## src/rtl/regfile_wr_arbiter_if.sv

```systemverilog
// Bundle between the write-back requesters and the register file write port.
// The arbiter attaches through the slave modport; the requester/register-file
// side (or a testbench) attaches through the master modport.
interface regfile_wr_arbiter_if #(
  parameter int unsigned DATA_WIDTH = 32,
  parameter int unsigned ADDR_WIDTH = 5,
  parameter int unsigned NUM_REQ    = 3
);

  // Requester side
  logic [NUM_REQ-1:0]            req_valid;
  logic [NUM_REQ-1:0]            req_ready;
  logic [NUM_REQ*ADDR_WIDTH-1:0] req_addr;
  logic [NUM_REQ*DATA_WIDTH-1:0] req_data;
  logic [NUM_REQ-1:0]            req_jal;

  // Register file side
  logic                          rf_hold;
  logic                          flush;
  logic                          rf_wr;
  logic [ADDR_WIDTH-1:0]         rf_rw;
  logic [DATA_WIDTH-1:0]         rf_d;
  logic                          rf_jal;
  logic                          busy;

  modport master (
    output req_valid, req_addr, req_data, req_jal, rf_hold, flush,
    input  req_ready, rf_wr, rf_rw, rf_d, rf_jal, busy
  );

  modport slave (
    input  req_valid, req_addr, req_data, req_jal, rf_hold, flush,
    output req_ready, rf_wr, rf_rw, rf_d, rf_jal, busy
  );

endinterface

```

## src/rtl/regfile_wr_arbiter.sv

```systemverilog
// Register file write-port arbiter: shares the single write port among
// NUM_REQ write-back requesters and registers the winner into a one-entry
// issue stage that drives wr/rw/d/jal of the register file.
// Build option: define RFARB_FIXED_PRIO_EN for fixed priority (lowest index
// wins); the default build uses round-robin starting after the last winner.
module regfile_wr_arbiter #(
  parameter int unsigned DATA_WIDTH = 32,
  parameter int unsigned REG_DEPTH  = 32,
  parameter int unsigned ADDR_WIDTH = $clog2(REG_DEPTH),
  parameter int unsigned NUM_REQ    = 3
) (
  input  logic                 clk,
  input  logic                 rst,
  regfile_wr_arbiter_if.slave  bus
);

  localparam int unsigned PTR_WIDTH = (NUM_REQ > 1) ? $clog2(NUM_REQ) : 1;

  typedef enum logic {
    ST_EMPTY = 1'b0,
    ST_FULL  = 1'b1
  } state_e;

  state_e                 state_q, state_d;
  logic [ADDR_WIDTH-1:0]  out_addr_q, out_addr_d;
  logic [DATA_WIDTH-1:0]  out_data_q, out_data_d;
  logic                   out_jal_q, out_jal_d;

  logic                   win_found;
  logic [PTR_WIDTH-1:0]   win_idx;
  logic [ADDR_WIDTH-1:0]  win_addr;
  logic [DATA_WIDTH-1:0]  win_data;
  logic                   win_jal;
  logic                   win_keep;
  logic                   grant_ok;
  logic                   xfer;
  logic [NUM_REQ-1:0]     grant_vec;

`ifndef RFARB_FIXED_PRIO_EN
  logic [PTR_WIDTH-1:0]   ptr_q, ptr_d;
  logic [PTR_WIDTH-1:0]   cand_idx;
`endif

  // Pick the winner among valid requesters
  always_comb begin : select_winner
    win_found = 1'b0;
    win_idx   = '0;
`ifdef RFARB_FIXED_PRIO_EN
    // Scan downwards so the lowest valid index is the last one written
    for (int i = int'(NUM_REQ) - 1; i >= 0; i--) begin
      if (bus.req_valid[i]) begin
        win_found = 1'b1;
        win_idx   = PTR_WIDTH'(i);
      end
    end
`else
    cand_idx = '0;
    // Scan from farthest to nearest so ptr+1 ends up with the final say
    for (int k = int'(NUM_REQ); k >= 1; k--) begin
      cand_idx = PTR_WIDTH'((32'(ptr_q) + 32'(k)) % NUM_REQ);
      if (bus.req_valid[cand_idx]) begin
        win_found = 1'b1;
        win_idx   = cand_idx;
      end
    end
`endif
  end

  // Route the winner's payload
  always_comb begin : winner_payload
    win_addr = '0;
    win_data = '0;
    win_jal  = 1'b0;
    for (int i = 0; i < int'(NUM_REQ); i++) begin
      if (win_idx == PTR_WIDTH'(i)) begin
        win_addr = bus.req_addr[i*ADDR_WIDTH +: ADDR_WIDTH];
        win_data = bus.req_data[i*DATA_WIDTH +: DATA_WIDTH];
        win_jal  = bus.req_jal[i];
      end
    end
  end

  // Issue-stage next state, grants and round-robin pointer
  always_comb begin : issue_next
    state_d    = state_q;
    out_addr_d = out_addr_q;
    out_data_d = out_data_q;
    out_jal_d  = out_jal_q;
`ifndef RFARB_FIXED_PRIO_EN
    ptr_d      = ptr_q;
`endif
    grant_vec  = '0;

    // A grant needs room: empty now, or draining to the register file this cycle
    grant_ok = ~bus.flush & ((state_q == ST_EMPTY) | ~bus.rf_hold);
    // Grants are suppressed while reset is asserted so req_ready reads 0
    xfer     = grant_ok & win_found & rst;
    // Writes to r0 are accepted but swallowed; link writes always survive
    win_keep = win_jal | (win_addr != '0);

    for (int i = 0; i < int'(NUM_REQ); i++) begin
      if (xfer && (win_idx == PTR_WIDTH'(i))) begin
        grant_vec[i] = 1'b1;
      end
    end

`ifndef RFARB_FIXED_PRIO_EN
    if (xfer) begin
      ptr_d = win_idx;
    end
`endif

    unique case (state_q)
      ST_EMPTY: begin
        if (xfer && win_keep) begin
          state_d    = ST_FULL;
          out_addr_d = win_addr;
          out_data_d = win_data;
          out_jal_d  = win_jal;
        end
      end
      ST_FULL: begin
        if (bus.flush) begin
          state_d = ST_EMPTY;
        end else if (!bus.rf_hold) begin
          // Draining: reload back-to-back if a kept transfer arrives
          if (xfer && win_keep) begin
            out_addr_d = win_addr;
            out_data_d = win_data;
            out_jal_d  = win_jal;
          end else begin
            state_d = ST_EMPTY;
          end
        end
      end
      default: state_d = ST_EMPTY;
    endcase
  end

  // Issue-stage and pointer registers
  always_ff @(posedge clk or negedge rst) begin
    if (!rst) begin
      state_q    <= ST_EMPTY;
      out_addr_q <= '0;
      out_data_q <= '0;
      out_jal_q  <= 1'b0;
`ifndef RFARB_FIXED_PRIO_EN
      ptr_q      <= PTR_WIDTH'(NUM_REQ - 1);
`endif
    end else begin
      state_q    <= state_d;
      out_addr_q <= out_addr_d;
      out_data_q <= out_data_d;
      out_jal_q  <= out_jal_d;
`ifndef RFARB_FIXED_PRIO_EN
      ptr_q      <= ptr_d;
`endif
    end
  end

  // Register file drive: write issues whenever the stage is full and not held
  assign bus.rf_wr     = (state_q == ST_FULL) & ~bus.rf_hold;
  assign bus.rf_rw     = out_addr_q;
  assign bus.rf_d      = out_data_q;
  assign bus.rf_jal    = out_jal_q & bus.rf_wr;
  assign bus.busy      = (state_q == ST_FULL);
  assign bus.req_ready = grant_vec;

endmodule

```

## src/flat_wrapper.sv

```systemverilog
// flat-port wrapper written by rule: the top's interface ports become plain ports
module regfile_wr_arbiter_flat 
#(
  parameter int unsigned DATA_WIDTH = 32,
  parameter int unsigned REG_DEPTH  = 32,
  parameter int unsigned ADDR_WIDTH = $clog2(REG_DEPTH),
  parameter int unsigned NUM_REQ    = 3
)
  (clk, rst, bus_req_valid, bus_req_addr, bus_req_data, bus_req_jal, bus_rf_hold, bus_flush, bus_req_ready, bus_rf_wr, bus_rf_rw, bus_rf_d, bus_rf_jal, bus_busy);
  regfile_wr_arbiter_if #(.DATA_WIDTH(DATA_WIDTH), .ADDR_WIDTH(ADDR_WIDTH), .NUM_REQ(NUM_REQ)) bus_i ();
  input  logic clk;
  input  logic rst;
  input wire logic [$bits(bus_i.req_valid)-1:0] bus_req_valid;
  input wire logic [$bits(bus_i.req_addr)-1:0] bus_req_addr;
  input wire logic [$bits(bus_i.req_data)-1:0] bus_req_data;
  input wire logic [$bits(bus_i.req_jal)-1:0] bus_req_jal;
  input wire logic [$bits(bus_i.rf_hold)-1:0] bus_rf_hold;
  input wire logic [$bits(bus_i.flush)-1:0] bus_flush;
  output wire logic [$bits(bus_i.req_ready)-1:0] bus_req_ready;
  output wire logic [$bits(bus_i.rf_wr)-1:0] bus_rf_wr;
  output wire logic [$bits(bus_i.rf_rw)-1:0] bus_rf_rw;
  output wire logic [$bits(bus_i.rf_d)-1:0] bus_rf_d;
  output wire logic [$bits(bus_i.rf_jal)-1:0] bus_rf_jal;
  output wire logic [$bits(bus_i.busy)-1:0] bus_busy;
  assign bus_i.req_valid = bus_req_valid;
  assign bus_i.req_addr = bus_req_addr;
  assign bus_i.req_data = bus_req_data;
  assign bus_i.req_jal = bus_req_jal;
  assign bus_i.rf_hold = bus_rf_hold;
  assign bus_i.flush = bus_flush;
  assign bus_req_ready = bus_i.req_ready;
  assign bus_rf_wr = bus_i.rf_wr;
  assign bus_rf_rw = bus_i.rf_rw;
  assign bus_rf_d = bus_i.rf_d;
  assign bus_rf_jal = bus_i.rf_jal;
  assign bus_busy = bus_i.busy;
  regfile_wr_arbiter #(.DATA_WIDTH(DATA_WIDTH), .REG_DEPTH(REG_DEPTH), .ADDR_WIDTH(ADDR_WIDTH), .NUM_REQ(NUM_REQ)) u_core (.clk(clk), .rst(rst), .bus(bus_i));
endmodule
```

## config.mk

```make
export PLATFORM = sky130hd
export DESIGN_NAME = regfile_wr_arbiter_flat
export DESIGN_NICKNAME = d
export VERILOG_FILES = /design/src/rtl/regfile_wr_arbiter_if.sv /design/src/rtl/regfile_wr_arbiter.sv /design/src/flat_wrapper.sv
export SDC_FILE = /design/constraint.sdc
export NUM_CORES = 1
export LEC_CHECK = 0
export ABC_AREA = 1
export BUFFER_PORTS_ARGS = -buffer_cell sky130_fd_sc_hd__buf_2
export CAP_MARGIN = 5
export CORE_UTILIZATION = 26
export CTS_BUF_LIST = sky130_fd_sc_hd__clkbuf_8
export CTS_CLUSTER_SIZE = 12
export DETAILED_ROUTE_END_ITERATION = 10
export MAX_ROUTING_LAYER = met4
export REMOVE_ABC_BUFFERS = 1
export SYNTH_ARGS = -nofsm -noshare
export SYNTH_HDL_FRONTEND = slang
export SYNTH_SLANG_ARGS = --single-unit
```

## constraint.sdc

```tcl
create_clock -name clk -period 2.6 [get_ports clk]
set_input_delay 0.13 -clock clk [delete_from_list [all_inputs] [get_ports clk]]
set_output_delay 0.13 -clock clk [all_outputs]
set_load 0.02 [all_outputs]
```

After elaboration in Yosys (flattened, before gate mapping) --
Index checks and enable logic that the tools add are counted.
Operators by class: $add $sub $neg 3, multiply operators 0, divide/modulo/power cells 3, order comparisons 3, eq/ne operators 4, shifts and indexed selects 0, multiplexer cells 40, bitwise operators 10, reduce and logical (&&, ||, !) cells 7
Operator list (count):
- $mux W32 | 6
- $mod A32 B2 Y32 const B | 3
- $pmux W32 S2 | 1
- $mux W5 | 6
- $mux W1 | 18
- $pmux W5 S2 | 1
- $lt A2 B3 Y1 const B | 3
- $add A2 B2 Y3 const B | 2
- $bmux W1 S2 | 3
- $mux W2 | 3
- $and A1 B1 Y1 | 5
- $reduce_bool A5 Y1 | 1
- $logic_and A1 B1 Y1 | 4
- $ne A2 B2 Y1 const B | 2
- $pmux W1 S2 | 2
- $add A2 B1 Y3 const B | 1
- $not A1 Y1 | 3
- $eq A2 B1 Y1 const B | 1
- $eq A2 B2 Y1 const B | 1
- $logic_not A2 Y1 | 1
- $or A1 B1 Y1 | 2
- $reduce_and A2 Y1 | 1
Storage, ports and cells: register bits 41, latch bits 0, memory bits (writable) 0, ROM bits 0, bits of input ports 121, output and inout port bits 43, logic and storage cells 75, memories kept 0

Depth between registers and ports, before layout --
Gate-level depths: netlist of run 1.
word-level depth 18, depth in mapped cells 19, mapped depth without buffers 17

Least setup slack after synthesis of run 1 --
OpenSTA, ideal clock, no wires.
kind register to register, start register u_core.ptr_q[1], end register u_core.out_data_q[0] (netlist: u_core.bus.rf_d[0]), setup time 117 ps, data arrival time 2155 ps, required time 2483 ps, slack 328 ps, stages on the path, launching flop included 17, period minus slack after synthesis 2272 ps, cell sequence dfstp_2 > ha_1 > inv_2 > nand2_1 > nand2_1 > a21oi_1 > nand2_1 > nand2_2 > buf_4 > nand3_1 > nand3_1 > nor2_1 > nand3_2 > buf_4 > buf_6 > nand3_1 > nand2_1
On the way: longest elaborated chain between the ends 18, elaborated cells between the ends (all ways) 39, classes of those cells add/sub (3); div (3); eq/ne (2); mux (25); bitwise (3); reduce/logical (3)
RTL lines:
- start: declaration | line regfile_wr_arbiter.sv:40 | logic [PTR_WIDTH-1:0] ptr_q, ptr_d;
- start signal: assignment | line regfile_wr_arbiter.sv:148 | ptr_q <= PTR_WIDTH'(NUM_REQ - 1);
- start signal: assignment | line regfile_wr_arbiter.sv:156 | ptr_q <= ptr_d;
- $add A2 B2 Y3 | line regfile_wr_arbiter.sv:60 | cand_idx = PTR_WIDTH'((32'(ptr_q) + 32'(k)) % NUM_REQ);
- $mod A32 B2 Y32 | line regfile_wr_arbiter.sv:60
- $bmux W1 S2 | line regfile_wr_arbiter.sv:61 | if (bus.req_valid[cand_idx]) begin
- $mux W1 (not written as such) | line regfile_wr_arbiter.sv:61
- $mux W2 (3 in a row) | line regfile_wr_arbiter.sv:61
- $logic_not A2 Y1 | line regfile_wr_arbiter.sv:75 | if (win_idx == PTR_WIDTH'(i)) begin
- $mux W5 (3 in a row) | line regfile_wr_arbiter.sv:75
- $reduce_bool A5 Y1 | line regfile_wr_arbiter.sv:99 | win_keep = win_jal | (win_addr != '0);
- $or A1 B1 Y1 | line regfile_wr_arbiter.sv:99
- $logic_and A1 B1 Y1 | line regfile_wr_arbiter.sv:115, regfile_wr_arbiter.sv:127
- $mux W32 * | line regfile_wr_arbiter.sv:115, regfile_wr_arbiter.sv:127
- $mux W32 | line regfile_wr_arbiter.sv:125 | end else if (!bus.rf_hold) begin
- $mux W32 | line regfile_wr_arbiter.sv:123 | if (bus.flush) begin
- $pmux W32 S2 * | line regfile_wr_arbiter.sv:113 | unique case (state_q)
- end signal: assignment | line regfile_wr_arbiter.sv:153 | out_data_q <= out_data_d;
- end: declaration | line regfile_wr_arbiter.sv:26 | logic [DATA_WIDTH-1:0] out_data_q, out_data_d;
Mark *: on every way between the ends. The rest lies on a longest branch, timed or not. The select of a mux whose other input is x is not followed. A chain may end at the register's enable or synchronous reset.

Final worst setup path of run 1 --
start register u_core.ptr_q[1], end register u_core.out_data_q[22] (netlist: u_core.bus.rf_d[22])
Same word-level chain as after synthesis.

==> results of run 1 <==
[stage by stage]
stage	setup slack, ps	instances	instance area, µm²
after global placement	104.8	686	3660
final	79.98	708	4160
after CTS	41.83	695	3789
after detailed placement	24.50	686	3660
after floorplan	-849.0	376	2535
after global routing	-76.80	707	4158
[sequential cells by signal (all words and copies together) (netlist names)]
signal and cells:
u_core.bus.rf_d 32, u_core.bus.rf_rw 5, u_core.ptr_q 2, u_core.bus.busy 1, u_core.out_jal_q 1
[final cells by class]
cell class / count / area [µm²] / area share
Clock buffer: 6 / 82.58 / 0.01985
Inverter: 18 / 80.08 / 0.01925
Timing Repair Buffer: 190 / 1152 / 0.2770
Clock inverter: 2 / 33.78 / 0.008120
Sequential cell: 41 / 1027 / 0.2469
Antenna cell: 1 / 2.502 / 0.0006015
Multi-Input combinational cell: 317 / 1615 / 0.3883
Tap cell: 133 / 166.4 / 0.04000
[logic make-up after synthesis]
kind of cell | synth area share
buffers and inverters | 0.08108
adder cells (fa/ha/maj) | 0.01864
flip-flops | 0.3826
AND/OR/NAND/NOR | 0.4986
AO/OA/AOI/OAI | 0.01911
[cell usage after synthesis, types with 2 or more instances]
master / instances / area (µm²)
a21oi_1: 4 / 20.02
dfrtp_1: 40 / 1001
nand4_1: 2 / 12.51
inv_2: 3 / 11.26
nor2_1: 6 / 22.52
nand2_1: 168 / 630.6
buf_4: 3 / 22.52
ha_1: 4 / 50.05
o21bai_1: 2 / 15.01
buf_6: 5 / 56.30
inv_1: 15 / 56.30
buf_1: 5 / 18.77
nand3_2: 2 / 20.02
or2_2: 2 / 12.51
nand2_2: 3 / 18.77
nand3_1: 119 / 595.6
clkbuf_1: 10 / 37.54
buf_2: 3 / 15.01
[layout by cell type, fill, tap and decap left out, types with 2 or more instances in the layout]
master,instances
nand3_1,112
ha_4,4
inv_6,2
buf_2,163
nand2_4,3
clkbuf_8,6
a21oi_1,3
inv_2,4
nand3_4,2
nand4_1,2
buf_4,15
inv_1,12
o21bai_1,2
nor2_4,2
buf_6,3
nand2_2,9
clkbuf_16,4
nand3_2,7
or2_2,2
dfrtp_1,40
nor2_1,3
nand2_1,158
buf_12,4
[power by group through the flow]
stage | Sequential [W] | Clock, W | Combinational (W)
after detailed placement | 0.00111 | 0 | 0.00377
final | 0.00111 | 0.000538 | 0.00452
after global routing | 0.00115 | 0.000580 | 0.00501
after CTS | 0.00110 | 0.000555 | 0.00379
after floorplan | 0.00143 | 0 | 0.00210
after global placement | 0.00111 | 0 | 0.00367
[worst paths after layout]
kind	to	cells after the start
max	u_core.bus.rf_d[22]	16
min	u_core.bus.busy	4
max reg2reg	u_core.bus.rf_d[22]	16
min reg2reg	u_core.bus.rf_d[23]	2
max in group asynchronous	u_core.bus.rf_d[31]	3
min in group asynchronous	u_core.bus.rf_rw[0]	3
[worst max-delay path, stage by stage (launching register included)]
cell and delay [ps]:
dfstp_2 620, ha_4 250, nand3_1 160, nand3b_1 140, nand2_2 130, nand2_4 100
buf_12 140, nand2_1 50, nand3_1 90, nand2_2 100, nand2_2 50, inv_2 60
nand3_4 130, nand2_8 160, clkbuf_16 160, nand2_1 40, nand2_1 60
[routing by layer]
layer / GRT usage / vias up / wire length, µm
li1: - / 1654 / -
met1: 0.2218 / 1538 / 4478
met2: 0.3054 / 147 / 4962
met3: 0.04091 / 20 / 640
met4: 0.05694 / 0 / 193
met5: - / - / 0
[timing repair]
action,CTS,global route
buffers inserted,0,7
pin swaps,0,16
hold buffers,1,0
resized for setup,1,47
gates cloned,0,5
endpoints found under the setup margin,1,41
endpoints found under the hold margin,40,0
==> results.tsv, run 1 <==
metric	value	unit
outcome	finished, final reports clean	
ir_worst_vdd	802.3	µV
yosysSeqAreaShare	0.3826	
max_slew_margin	0.6388	
power.leakage	2.346	nW
grtUsageTotal	0.1839	
globalRouteOverflowTotal	0	
dp_hpwl	6.927	mm
yosysWarnings	0	
synth-edff-count	0	
num_rows	36	
wl_per_cell	14.51	µm
io_buffers	163	
antenna_found_initial	0	
start_util	0.2710	
p_comb_frac	0.733	
max-cap-violations	0	
die_h	103.6	µm
cts_sinks	41	
die_x	103.6	µm
gp_congestion	0.8760	
coreArea	9910	µm²
final_core_util	0.4198	
sw_frac_of_total	0.5229	
r2r_start	u_core.ptr_q[1]	
synth.cell_area	2685	µm²
synth-main-ff-cell	dfrtp_1	
crit_fanout	6	
root_buffer	clkbuf_8	
p_total	0.006168	W
critical_path_arrival	2750	ps
grt_first_pass_wirelength	15.43	mm
hold_class	in -> reg	
min_from	bus_flush	
clkPwrFrac	0.087	
n_fill_cell	1036	
drive_above_1_share	0.4129	
period_minus_slack	2520	ps
cts_buffer_depth	2	
cts-htree-levels	2	
wl	10.27	mm
tightest_slew	541.9	ps
vias	3359	
drv_slew	0	
antenna_left	0	
cts_buffers	5	
fin_nets	698	
whs	94.63	ps
hold_viol	0	
synthCells	402	
critPathLaunchType	register	
die-area	10740	µm²
grt_pass1_vias	3189	
path_clk_slew	80	ps
crit_start	u_core.ptr_q[1]	
fin_skew	5.857	ps
dr.pass1.iters	4	
area_growth	54.94	%
required	2830	ps
fin_tns_setup	0	ps
ys_ff_latch	41	
crit_type	reg -> reg	
via_per_inst	4.744	
synth_area_per_cell	6.679	µm²
finalCritPeriodShare	0.9692	
max_freq	0.3968	GHz
ios	164	
r2r_setup_slack	80	ps
grt_max_degree	42	
power_density	1483	nW/µm²
p_switching	0.003225	W
post-route-drc-count	0	
synthDistinctLibCells	24	
cts_tree	built	
crit_path_end_kind	register	
async_flop_share	1.000	
internal-power	0.002943	W
seqPwrFrac	0.180	
setup_viol	0	
dr.first_iter.drc_count	195	
clock_latency	290	ps
No activity file was read; power rests on OpenSTA's default activity.
==> inputs of run 2 (changes only) <==
--- a/config.mk
+++ b/config.mk
@@ -5,7 +5,7 @@
 export SDC_FILE = /design/constraint.sdc
 export NUM_CORES = 1
 export LEC_CHECK = 0
-export ABC_AREA = 1
+export ABC_AREA = 0
 export BUFFER_PORTS_ARGS = -buffer_cell sky130_fd_sc_hd__buf_2
 export CAP_MARGIN = 5
 export CORE_UTILIZATION = 26
@@ -13,6 +13,7 @@
 export CTS_CLUSTER_SIZE = 12
 export DETAILED_ROUTE_END_ITERATION = 10
 export MAX_ROUTING_LAYER = met4
+export RECOVER_POWER = 25
 export REMOVE_ABC_BUFFERS = 1
 export SYNTH_ARGS = -nofsm -noshare
 export SYNTH_HDL_FRONTEND = slang
==> results.tsv, run 2 <==
metric	value	unit	change
outcome	finished, final reports clean		
ys_ff_latch	41		unchanged
synthTopCellsByCount	nand2_1 (72), nor2_1 (45), dfrtp_1 (40)		
multi_input_area	1735	µm²	+7.4%
dp_hpwl	6.176	mm	-11%
hold_viol	0		unchanged
ir_worst_vdd	455.7	µV	-43%
die_h	104.7	µm	+1.1%
max_stage_delay	610	ps	about the same
final_common_cell	buf_2		
drive_above_1_share	0.5071		+0.09424
fin_tns_setup	0	ps	unchanged
cts_sinks	41		unchanged
antenna_found_initial	0		unchanged
cts-htree-levels	2		unchanged
vias	2979		-11%
grtUsageTotal	0.1611		-0.02281
dp_cells	608		-11%
internal-power	0.002671	W	-9.2%
period_minus_slack	2524	ps	+3.620 ps
path_clk_slew	80	ps	about the same
fin_nets	617		-12%
p_comb_frac	0.678		-0.055
critical_path_arrival	2700	ps	-50 ps
root_buffer	clkbuf_8		
crit_fanout	8		+2
worstRegToRegCells	10		-6
synth_area_leaders	dfrtp_1 (36%), mux2_4 (11%), nand2_1 (9.8%)		
crit_path_end_kind	register		
io_buffers	163		unchanged
post-route-drc-count	0		unchanged
synth-main-ff-cell	dfrtp_1		
final_cell_mix	buf_2 (156), nand2_1 (72), nor2_1 (44)		
p_switching	0.002105	W	-35%
dr.pass1.iters	7		+3
ios	164		unchanged
grt_first_pass_wirelength	13.99	mm	-9.3%
largest_reg_flops	32		unchanged
n_fill_cell	1068		+3.1%
globalRouteOverflowTotal	0		unchanged
cts_tree	built		
cts_buffers	5		unchanged
grt_pass1_vias	2907		-8.8%
via_per_inst	4.751		+0.14%
sw_frac_of_total	0.4408		-0.08212
fin_cells	627		-11%
crit_type	reg -> reg		
gp_congestion	0.8404		-4.1%
whs	82.71	ps	-11.92 ps
holdPathStages	2		-2
num_rows	37		+2.8%
synth-edff-count	0		unchanged
tightest_slew	1035	ps	+493.5 ps
synth_area_per_cell	8.766	µm²	+31%
power_density	1132	nW/µm²	-24%
yosysWarnings	0		unchanged
max_freq	0.3963	GHz	-0.14%
required	2770	ps	-60 ps
critPathLaunchType	register		
coreArea	10280	µm²	+3.7%
cts_buffer_depth	2		unchanged
max-cap-violations	0		unchanged
wl_per_cell	13.95	µm	-3.9%
fin_skew	6.481	ps	+0.6240 ps
p_total	0.004776	W	-23%
synth.most_common_cell	nand2_1		
max_slew_margin	0.3097		-0.3290
synthCells	313		-22%
yosys.area.top_type	dfrtp_1		
synth.cell_area	2744	µm²	+2.2%
seqPwrFrac	0.239		+0.059
drv_slew	0		unchanged
final_core_util	0.4104		-0.009426
die-area	10970	µm²	+2.2%
async_flop_share	1.000		unchanged
rsz0062_at_grt	true		
start_util	0.2670		-0.003976
crit_chain	inv_4, ha_4, mux2_2, a22oi_2, o211ai_1, nand4b_1, o21bai_4, buf_12, buf_12, mux2_2		
seq_area	1027	µm²	unchanged
clock_latency	290	ps	about the same
setup_viol	0		unchanged
die_x	104.7	µm	+1.1%
hold_class	in -> reg		
power.leakage	2.157	nW	-8.1%
finalCritPeriodShare	0.9706		+0.001392
synthDistinctLibCells	44		+83%
yosysSeqAreaShare	0.3744		-0.008199
clkPwrFrac	0.082		-0.005
synth_top_area_frac	0.3648		-0.007989
wl	8.745	mm	-15%
diodes	0		-1
area_growth	53.72	%	
grt_max_degree	44		+4.8%
antenna_left	0		unchanged
cp_slowest_cell	dfstp_2		
dr.first_iter.drc_count	146		-25%
==> run 2: cell types whose count changed after synthesis, sizes merged, moves of 11 or more <==
| cell | before | now |
|---|---|---|
| nand3 | 121 | 2 |
| nand2 | 171 | 72 |
| nor2 | 6 | 45 |
| mux2 | 0 | 33 |
| a31oi | 0 | 29 |
| inv | 18 | 3 |
| buf | 16 | 5 |
==> run 2: per-layer routing <==
| metal | track usage | up-vias | share of wire | wire (µm) |
|---|---|---|---|---|
| met5 | - | - | 0 | 0 |
| li1 | - | 1464 | - | - |
| met4 | 0.04829 | 0 | 0.011 | 97 |
| met3 | 0.02433 | 7 | 0.055 | 484 |
| met2 | 0.2800 | 114 | 0.49 | 4282 |
| met1 | 0.1920 | 1394 | 0.44 | 3881 |
==> run 2: stage by stage <==
step	cell area [µm²]	setup WS, ps
floorplan	2606	-1992
global placement	3796	42.79
detailed placement	3796	-3.739
CTS	4046	57.04
finish	4218	76.36
global route	4218	-18.44
==> run 2: timing repair <==
action	in CTS	in global routing
pin swaps	4	3
hold endpoints to repair	40	0
hold buffers	1	0
cloned	2	3
setup buffers	6	2
setup endpoints to repair	26	37
gates resized for setup	14	26
==> run 2: worst max-delay path, delay by kind of cell (launching register included) <==
kind | cells | cell delay (ps)
flops | 1 | 610
fa+ha+maj | 1 | 170
mux | 2 | 620
buf+inv | 3 | 370
compound gates | 3 | 470
simple gates | 1 | 150
==> run 2: layout make-up <==
type | instances | area share
inverters | 3 | 0.003263
repair buffers | 195 | 0.2839
multi-input cells | 246 | 0.4114
clock buffers | 5 | 0.01632
clock inverters | 1 | 0.001187
flip-flops and latches | 41 | 0.2435
well taps | 136 | 0.04034
==> run 2: path summary, 6_finish.rpt <==
path | slack (ps) | start | endpoint
max | 80 | u_core.ptr_q[1] | u_core.bus.rf_d[25]
min | 80 | bus_flush | u_core.bus.busy
max reg2reg | 80 | u_core.ptr_q[1] | u_core.bus.rf_d[25]
min reg2reg | 480 | u_core.bus.rf_rw[4] | u_core.bus.rf_rw[4]
max in group asynchronous | 1240 | rst | u_core.bus.rf_d[2]
min in group asynchronous | 730 | rst | u_core.bus.rf_d[3]
==> run 2: logic make-up after synthesis <==
group | after synthesis | share of synthesized area
fa+ha+maj | 4 | 0.01824
simple gates | 144 | 0.2216
compound gates | 64 | 0.1651
buf+inv | 26 | 0.05426
mux | 34 | 0.1664
flops | 41 | 0.3744
==> run 2: power groups by stage <==
stage          logic (W)  registers (W)  clock network, W
3_3_place_gp     0.00276        0.00114                 0
3_5_place_dp     0.00282        0.00114                 0
4_1_cts          0.00302        0.00114          0.000416
6_report         0.00324        0.00114          0.000393
5_1_grt          0.00351        0.00119          0.000435
2_1_floorplan    0.00145        0.00151                 0
